## config.mk

```make
export PLATFORM = sky130hd
export DESIGN_NAME = led_sequence_counter
export DESIGN_NICKNAME = d
export VERILOG_FILES = /design/src/rtl/led_sequence_counter.sv
export SDC_FILE = /design/constraint.sdc
export NUM_CORES = 1
export LEC_CHECK = 0
export CAP_MARGIN = 20
export CORE_ASPECT_RATIO = 1.25
export CORE_MARGIN = 1
export CORE_UTILIZATION = 50
export DETAILED_ROUTE_END_ITERATION = 8
export DONT_BUFFER_PORTS = 1
export GPL_TIMING_DRIVEN = 1
export MAX_ROUTING_LAYER = met4
export SYNTH_ARGS = -nofsm -noshare
export SYNTH_HDL_FRONTEND = slang
export SYNTH_SLANG_ARGS = --single-unit
export TNS_END_PERCENT = 5
```

## constraint.sdc

```tcl
create_clock -name clk -period 8.7 [get_ports clk]
set_input_delay 1.305 -clock clk [delete_from_list [all_inputs] [get_ports clk]]
set_output_delay 1.305 -clock clk [all_outputs]
set_load 0.01 [all_outputs]
```

## src/rtl/led_sequence_counter.sv

```systemverilog
// LED pattern generator with a runtime prescaler, four sequence modes
// (binary up/down, Gray, Johnson) and a run/hold control with single-step.
module led_sequence_counter #(
    parameter int WIDTH     = 10,
    parameter int DIV_WIDTH = 27
) (
    input  logic                 clk,
    input  logic                 reset,
    input  logic [DIV_WIDTH-1:0] divisor,
    input  logic [1:0]           mode,
    input  logic                 run,
    input  logic                 step,
    output logic [WIDTH-1:0]     count,
    output logic                 tick,
    output logic                 wrap
);

    localparam logic [1:0] MODE_UP      = 2'b00;
    localparam logic [1:0] MODE_DOWN    = 2'b01;
    localparam logic [1:0] MODE_GRAY    = 2'b10;
    localparam logic [1:0] MODE_JOHNSON = 2'b11;

    localparam logic [WIDTH-1:0] IDX_ALL_ONES     = '1;
    localparam logic [WIDTH-1:0] IDX_ZERO         = '0;
    localparam logic [WIDTH-1:0] IDX_JOHNSON_LAST = {1'b1, {(WIDTH-1){1'b0}}};

    logic [WIDTH-1:0]     idx_reg;
    logic [DIV_WIDTH-1:0] pre_reg;
    logic [1:0]           mode_reg;
    logic                 step_reg;
    logic                 tick_reg;
    logic                 wrap_reg;

    logic [DIV_WIDTH-1:0] div_eff;
    logic                 pre_hit;
    logic                 step_edge;
    logic                 adv;
    logic                 mode_change;
    logic                 wrap_cond;
    logic [WIDTH-1:0]     idx_next;
    logic [WIDTH-1:0]     gray;

    // Comparing with >= lets a divisor lowered mid-count fire immediately.
    always_comb begin
        div_eff     = (divisor == '0) ? DIV_WIDTH'(1) : divisor;
        pre_hit     = run && (pre_reg >= (div_eff - DIV_WIDTH'(1)));
        step_edge   = step && !step_reg;
        adv         = pre_hit || (step_edge && !run);
        mode_change = (mode != mode_reg);
    end

    always_comb begin
        idx_next  = idx_reg;
        wrap_cond = 1'b0;
        case (mode_reg)
            MODE_UP, MODE_GRAY: begin
                idx_next  = idx_reg + WIDTH'(1);
                wrap_cond = (idx_reg == IDX_ALL_ONES);
            end
            MODE_DOWN: begin
                idx_next  = idx_reg - WIDTH'(1);
                wrap_cond = (idx_reg == IDX_ZERO);
            end
            MODE_JOHNSON: begin
                idx_next  = {idx_reg[WIDTH-2:0], ~idx_reg[WIDTH-1]};
                wrap_cond = (idx_reg == IDX_JOHNSON_LAST);
            end
            default: begin
                idx_next  = idx_reg;
                wrap_cond = 1'b0;
            end
        endcase
    end

    // A mode switch restarts the sequence and swallows any advance that cycle.
    always_ff @(posedge clk) begin
        if (reset) begin
            idx_reg  <= '0;
            pre_reg  <= '0;
            mode_reg <= mode;
            step_reg <= 1'b1;
            tick_reg <= 1'b0;
            wrap_reg <= 1'b0;
        end else begin
            step_reg <= step;
            if (mode_change) begin
                idx_reg  <= '0;
                pre_reg  <= '0;
                mode_reg <= mode;
                tick_reg <= 1'b0;
                wrap_reg <= 1'b0;
            end else begin
                if (!run || pre_hit) begin
                    pre_reg <= '0;
                end else begin
                    pre_reg <= pre_reg + DIV_WIDTH'(1);
                end
                tick_reg <= adv;
                wrap_reg <= adv && wrap_cond;
                if (adv) begin
                    idx_reg <= idx_next;
                end
            end
        end
    end

    generate
        for (genvar gi = 0; gi < WIDTH - 1; gi++) begin : g_gray
            assign gray[gi] = idx_reg[gi] ^ idx_reg[gi+1];
        end
    endgenerate
    assign gray[WIDTH-1] = idx_reg[WIDTH-1];

    assign count = (mode_reg == MODE_GRAY) ? gray : idx_reg;
    assign tick  = tick_reg;
    assign wrap  = wrap_reg;

endmodule

```

==> results.sh, run 1 <==
export IMPL_leakage_nw=1.363
export IMPL_setup_viol=0
export IMPL_cts_root_buffer="clkbuf_8"
export IMPL_wirelength_um=7995
export IMPL_cts_setup_buffers=0
export IMPL_post_cts_resized=0
export IMPL_grt_usage=0.2390
export IMPL_drc=0
export IMPL_crit_chain="or4_4 > or3_4 > or4_4 > or4_4 > nor3_2 > nor2_1 > ha_1 > nand3_1 > nor3_1 > xnor2_1 > ha_1 > nand4_1 > nor3_1 > nand2_1 > a21boi_0 > a311oi_2 > buf_4 > or3b_2 > a31oi_1"
export IMPL_dr_pass1_iters=4
export IMPL_post_route_min_period_ns=6.140
export IMPL_holdPathEnd="pre_reg[0]"
export IMPL_rr_endpoint="idx_reg[9]"
export IMPL_area_growth_synth_to_final_pct=5.133
export IMPL_dp_cells=508
export IMPL_via_per_inst=5.849
export IMPL_finalHoldViolCount=0
export IMPL_finalHoldWorstSlack_ns=0.5316
export IMPL_synth_seq_cells=42
export IMPL_rrSetupSlack_ns=5.65
export IMPL_clockBufferDepth=2
export IMPL_largest_reg_flops=27
export IMPL_fin_cells=516
export IMPL_grt_pass1_vias=2923
export IMPL_fillerInstances=654
export IMPL_post_route_period_util=0.7057
export IMPL_worst_slew_pin_slew_ns=0.8539
export IMPL_rr_startpoint="mode_reg[1]"
export IMPL_cts_buffers=5
export IMPL_yosys_top_cells_area="dfxtp_1 (23%), ha_1 (15%), xnor2_1 (8.4%)"
export IMPL_clock_fmax_ghz=0.1629
export IMPL_die_w_um=76.16
export IMPL_start_util=0.5203
export IMPL_drt_iter0_drc=78
export IMPL_synth_edff_count=2
export IMPL_yosysUniqueCellTypes=48
export IMPL_layout_setup_ws_ns=2.560
export IMPL_vias=3018
export IMPL_worstHoldStart="pre_reg[0]"
export IMPL_yosys_area_share_simple=0.2708
export IMPL_core_area_mm2=0.006606
export IMPL_htreeDepth=2
export IMPL_ys_seq_area_frac=0.2505
export IMPL_hold_depth=1
export IMPL_ys_async_sr_fraction=0
export IMPL_drv_slew=0
export IMPL_syn_area_mm2=0.003437
export IMPL_start_kind="input pin"
export IMPL_syn_avg_cell_area_um2=7.993
export IMPL_slew_limit_headroom=0.4263
export IMPL_cpPeakStageDelay_ns=0.53
export IMPL_io_buffers=0
export IMPL_tns_ns=0
export IMPL_cp_slowest_cell="or4_4"
export IMPL_holdBufCountCts=0
export IMPL_required_ns=8.92
export IMPL_path_max_fanout=23
export IMPL_synth_fa_ha_area_frac=0.1587
export IMPL_power_density_mw_per_mm2=109.3
export IMPL_yosysTopAreaCell="dfxtp_1"
export IMPL_rows=33
export IMPL_grt_max_degree=24
export IMPL_synth_top_cell_area_share=0.2330
export IMPL_cpLargestDelayFamily="simple AND/OR/NAND/NOR gates"
export IMPL_synth_top_family_by_area="simple AND/OR/NAND/NOR gates"
export IMPL_path_buf_inv=1
export IMPL_die_h_um=94.70
export IMPL_place_ws_ns=2.232
export IMPL_ys_flop_type="dfxtp_1"
export IMPL_path_class="in -> reg"
export IMPL_yosys_mux_area_fraction=0
export IMPL_synth_xor_area_share=0.1478
export IMPL_clkSinkCount=42
export IMPL_rsz0062_at_grt="false"
export IMPL_peakVddDrop_v=0.00006238
export IMPL_final_setup_skew_ns=0.006731
export IMPL_dieArea_mm2=0.007212
export IMPL_outcome="complete, no violations"
export IMPL_drv_cap=0
export IMPL_reg2regPathDepth=10
export IMPL_cts_tree="built"
export IMPL_crit_top_cell="or4_4"
export IMPL_boundaryPins=45
export IMPL_drive_above_1_share=0.04429
export IMPL_worstSkewPairLatency_ns=0.30
export IMPL_dp_hpwl_um=6486
export IMPL_netlist_instances=430
export IMPL_gp_congestion=0.8479
export IMPL_synth_compound_area_frac=0.1405
export IMPL_ys_warn_count=0
export IMPL_n_antenna_cell=0
export IMPL_grt_overflow=0
export IMPL_antenna_found_initial=0
export IMPL_wire_per_inst_um=15.49
export IMPL_final_antenna_net_count=0
export IMPL_nets=504
export IMPL_crit_path_end_kind="register"
export IMPL_worstHoldPathType="reg -> reg"
export IMPL_grt_pass1_wl_um=13260
export IMPL_synth_fp_nets=506
export IMPL_arrival_ns=6.36
export IMPL_clkTransAtPathRegs_ns=0.08
export IMPL_final_core_util=0.5470
[cell type report]
class,instances,area [um2],share of cell area
repair buffers,2,15.01,0.004155
clock inverters,1,5.005,0.001385
flip-flops and latches,42,860.8,0.2382
clock buffers,7,86.33,0.02389
well taps,87,108.9,0.03012
inverters,17,63.81,0.01766
multi-input cells,360,2474,0.6846
[logic make-up after synthesis]
family	count (synthesis)
adders and majority gates	43
DFF	42
buffers and inverters	28
AOI/OAI and AO/OA	75
and+or+nand+nor	184
xor gates and xnor gates	58
[Yosys cell counts (2+ instances only)]
cell type	count
inv_1	17
nor2_1	54
o21ai_0	14
and3_1	10
ha_1	42
nor4_1	5
nand3_1	19
or4_4	3
xnor2_1	33
and4_1	3
o21a_1	2
nor2b_1	4
a21o_1	5
nand4_1	9
nand2b_1	9
buf_1	2
a21oi_1	21
a211oi_1	10
nand2_1	35
edfxtp_1	2
o211ai_1	2
a221oi_1	3
dfxtp_1	40
nor3_1	18
or3_1	5
o22ai_1	3
xor2_1	25
a211o_1	4
clkbuf_1	8
or2_2	2
nand3b_1	2
a31oi_1	3
[layer usage]
metal  share of wire  global-route usage
met4           0.021             0.08333
met3           0.035             0.04251
met5               0                   -
met2            0.55              0.4841
met1            0.39              0.2255
[how the worst max path moves through the flow]
| stage | startpoint | to | slack, ns | depth (start not counted) |
|---|---|---|---|---|
| 3_3_place_gp | divisor[11] | pre_reg[4] | 2.30 | 18 |
| 5_1_grt | divisor[11] | pre_reg[3] | 2.17 | 18 |
| 6_report | divisor[11] | idx_reg[0] | 2.56 | 19 |
| 2_1_floorplan | divisor[11] | idx_reg[8] | 2.64 | 20 |
| 3_5_place_dp | divisor[11] | pre_reg[16] | 2.23 | 18 |
| 4_1_cts | divisor[11] | pre_reg[4] | 2.53 | 18 |
[placed cells by master (no fill, tap or decap), types with 4 or more instances in the layout]
cell type and count:
and3_1 10, nand2_1 35, a211oi_1 10, inv_1 17
nor2_1 54, ha_1 42, o21ai_0 14, a211o_1 4
nand2b_1 9, xnor2_1 33, nor4_1 5, xor2_1 25
a21oi_1 21, nand4_1 9, a21o_1 5, dfxtp_1 40
clkbuf_8 6, nor2b_1 4, nor3_1 18, nand3_1 19
or3_1 5
[worst reg2reg max path, stage by stage, from the launching register on]
cell and delay [ns]:
edfxtp_1 0.53, nand2b_1 0.26, inv_1 0.27, ha_1 0.30
a211oi_1 0.31, o21bai_1 0.18, o31ai_1 0.39, or3_1 0.20
a31oi_1 0.08, a311o_1 0.31, a21oi_1 0.14
[metrics by stage]
step | instance area, um2 | power, W
after global placement | 3522 | 0.0002660
after floorplan | 3437 | 0.0002540
after detailed placement | 3522 | 0.0002668
final | 3613 | 0.0003949
after global routing | 3613 | 0.0004159
after CTS | 3613 | 0.0004009
[where the power goes]
part | internal (W) | total, W | switching, W
Sequential | 0.000197 | 0.000202 | 0.00000493
Combinational | 0.0000250 | 0.0000607 | 0.0000358
Clock | 0.0000641 | 0.000133 | 0.0000685
(Power assumes the default switching activity.)
==> run 2, diff against run 1 <==
PLACE_DENSITY = 0.68   (was not set)
clock period = 5.25 ns   (was 8.7 ns; I/O delays follow)
==> results.sh, run 2 (synthesized netlist as in run 1, its figures left out) <==
export IMPL_outcome="complete, no violations"
export IMPL_arrival_ns=5.22
export IMPL_wirelength_um=7862
export IMPL_grt_pass1_wl_um=13520
export IMPL_drt_iter0_drc=125
export IMPL_drv_slew=0
export IMPL_vias=3099
export IMPL_final_antenna_net_count=0
export IMPL_boundaryPins=45
export IMPL_holdBufCountCts=0
export IMPL_clock_fmax_ghz=0.1997
export IMPL_worstHoldPathType="reg -> reg"
export IMPL_setup_viol=0
export IMPL_final_common_cell="nor2_1"
export IMPL_grt_usage=0.2366
export IMPL_io_buffers=0
export IMPL_crit_top_cell="or4_4"
export IMPL_die_h_um=94.70
export IMPL_path_max_fanout=24
export IMPL_rows=33
export IMPL_clkSinkCount=42
export IMPL_crit_chain="or4_4 > or3_4 > or4_4 > or4_4 > nor3_4 > nor2_1 > ha_2 > nand3_2 > buf_4 > nor4_1 > xnor2_1 > ha_1 > a21oi_1 > o21ai_0 > a221oi_2 > buf_4 > a21oi_1 > nand4bb_1 > buf_12 > nor2_1"
export IMPL_reg2regPathDepth=10
export IMPL_cpPeakStageDelay_ns=0.52
export IMPL_n_antenna_cell=0
export IMPL_cts_root_buffer="clkbuf_8"
export IMPL_start_kind="input pin"
export IMPL_clkTransAtPathRegs_ns=0.08
export IMPL_power_density_mw_per_mm2=172.0
export IMPL_p_total_w=0.0006654
export IMPL_final_setup_skew_ns=0.01266
export IMPL_via_per_inst=5.782
export IMPL_tns_ns=0
export IMPL_worstSkewPairLatency_ns=0.29
export IMPL_finalHoldViolCount=0
export IMPL_cts_tree="built"
export IMPL_htreeDepth=2
export IMPL_peakVddDrop_v=0.0001662
export IMPL_leakage_nw=1.498
export IMPL_nets=524
export IMPL_layout_common_cells="nor2_1 (54), ha_1 (41), dfxtp_1 (40)"
export IMPL_crit_path_end_kind="register"
export IMPL_die_w_um=76.16
export IMPL_area_growth_synth_to_final_pct=12.56
export IMPL_dp_hpwl_um=6397
export IMPL_hold_depth=1
export IMPL_clockBufferDepth=2
export IMPL_drive_above_1_share=0.1136
export IMPL_post_route_period_util=0.9540
export IMPL_gp_congestion=0.9384
export IMPL_rsz0062_at_grt="false"
export IMPL_worst_slew_pin_slew_ns=0.9008
export IMPL_path_class="in -> reg"
export IMPL_drc=0
export IMPL_antenna_found_initial=0
export IMPL_start_util=0.5203
export IMPL_wire_per_inst_um=14.67
export IMPL_grt_max_degree=25
export IMPL_post_route_min_period_ns=5.009
export IMPL_core_area_mm2=0.006606
export IMPL_cp_slowest_cell="or4_4"
export IMPL_drv_cap=0
export IMPL_largest_reg_flops=27
export IMPL_dieArea_mm2=0.007212
export IMPL_required_ns=5.46
export IMPL_slew_limit_headroom=0.3982
export IMPL_cts_buffers=5
export IMPL_dr_pass1_iters=4
export IMPL_grt_pass1_vias=3071
export IMPL_grt_overflow=0
[run 2: where the power goes]
part	switching (W)	internal (W)	leakage [nW]
Combinational	0.0000623	0.0000493	1.10
Clock	0.000114	0.000106	0.0515
Sequential	0.00000814	0.000326	0.344
[run 2: final cells by class]
cell class,instances,area (um2)
multi-input combinational,360,2539
timing repair buffer,22,202.7
clock buffer,6,82.58
inverter,17,63.81
sequential,42,860.8
tap,87,108.9
fill,613,2738
clock inverter,2,11.26
[run 2: worst max-delay path: cells and delay by family]
kind | cells | cell delay, ns
and+or+nand+nor | 10 | 2.60
adders and majority gates | 2 | 0.50
AOI/OAI and AO/OA | 4 | 0.67
buffers and inverters | 3 | 0.54
xor gates and xnor gates | 1 | 0.13
[run 2: routing by layer]
layer | vias up | GRT usage | wire length [um]
li1 | 1573 | - | -
met1 | 1443 | 0.2471 | 3220
met2 | 64 | 0.4545 | 4153
met3 | 19 | 0.03961 | 314
met4 | 0 | 0.07372 | 173
met5 | - | - | 0
[run 2: what timing repair did]
item | CTS | global route
hold endpoints to repair | 0 | 0
endpoints found under the setup margin | 0 | 10
resized for setup | 0 | 11
buffers inserted | 0 | 0
[run 2: metrics by stage]
step / instance area, um2 / worst slack [ns] / std cells / utilization / hold slack (ns)
after floorplan: 3457 / -0.01228 / 430 / - / 0.4531
after global placement: 3720 / -0.1280 / 528 / 0.5631 / 0.4815
after detailed placement: 3720 / -0.1943 / 528 / 0.5631 / 0.4881
after CTS: 3814 / 0.07252 / 536 / 0.5773 / 0.5071
after global routing: 3869 / 0.005248 / 536 / 0.5856 / 0.5527
final: 3869 / 0.2413 / 536 / 0.5856 / 0.5061
[run 2: path summary, 6_finish.rpt]
path	end	slack [ns]	startpoint
max reg2reg	idx_reg[9]	2.20	mode_reg[1]
min	pre_reg[0]	0.51	pre_reg[0]
min reg2reg	pre_reg[0]	0.51	pre_reg[0]
max	pre_reg[1]	0.24	divisor[11]
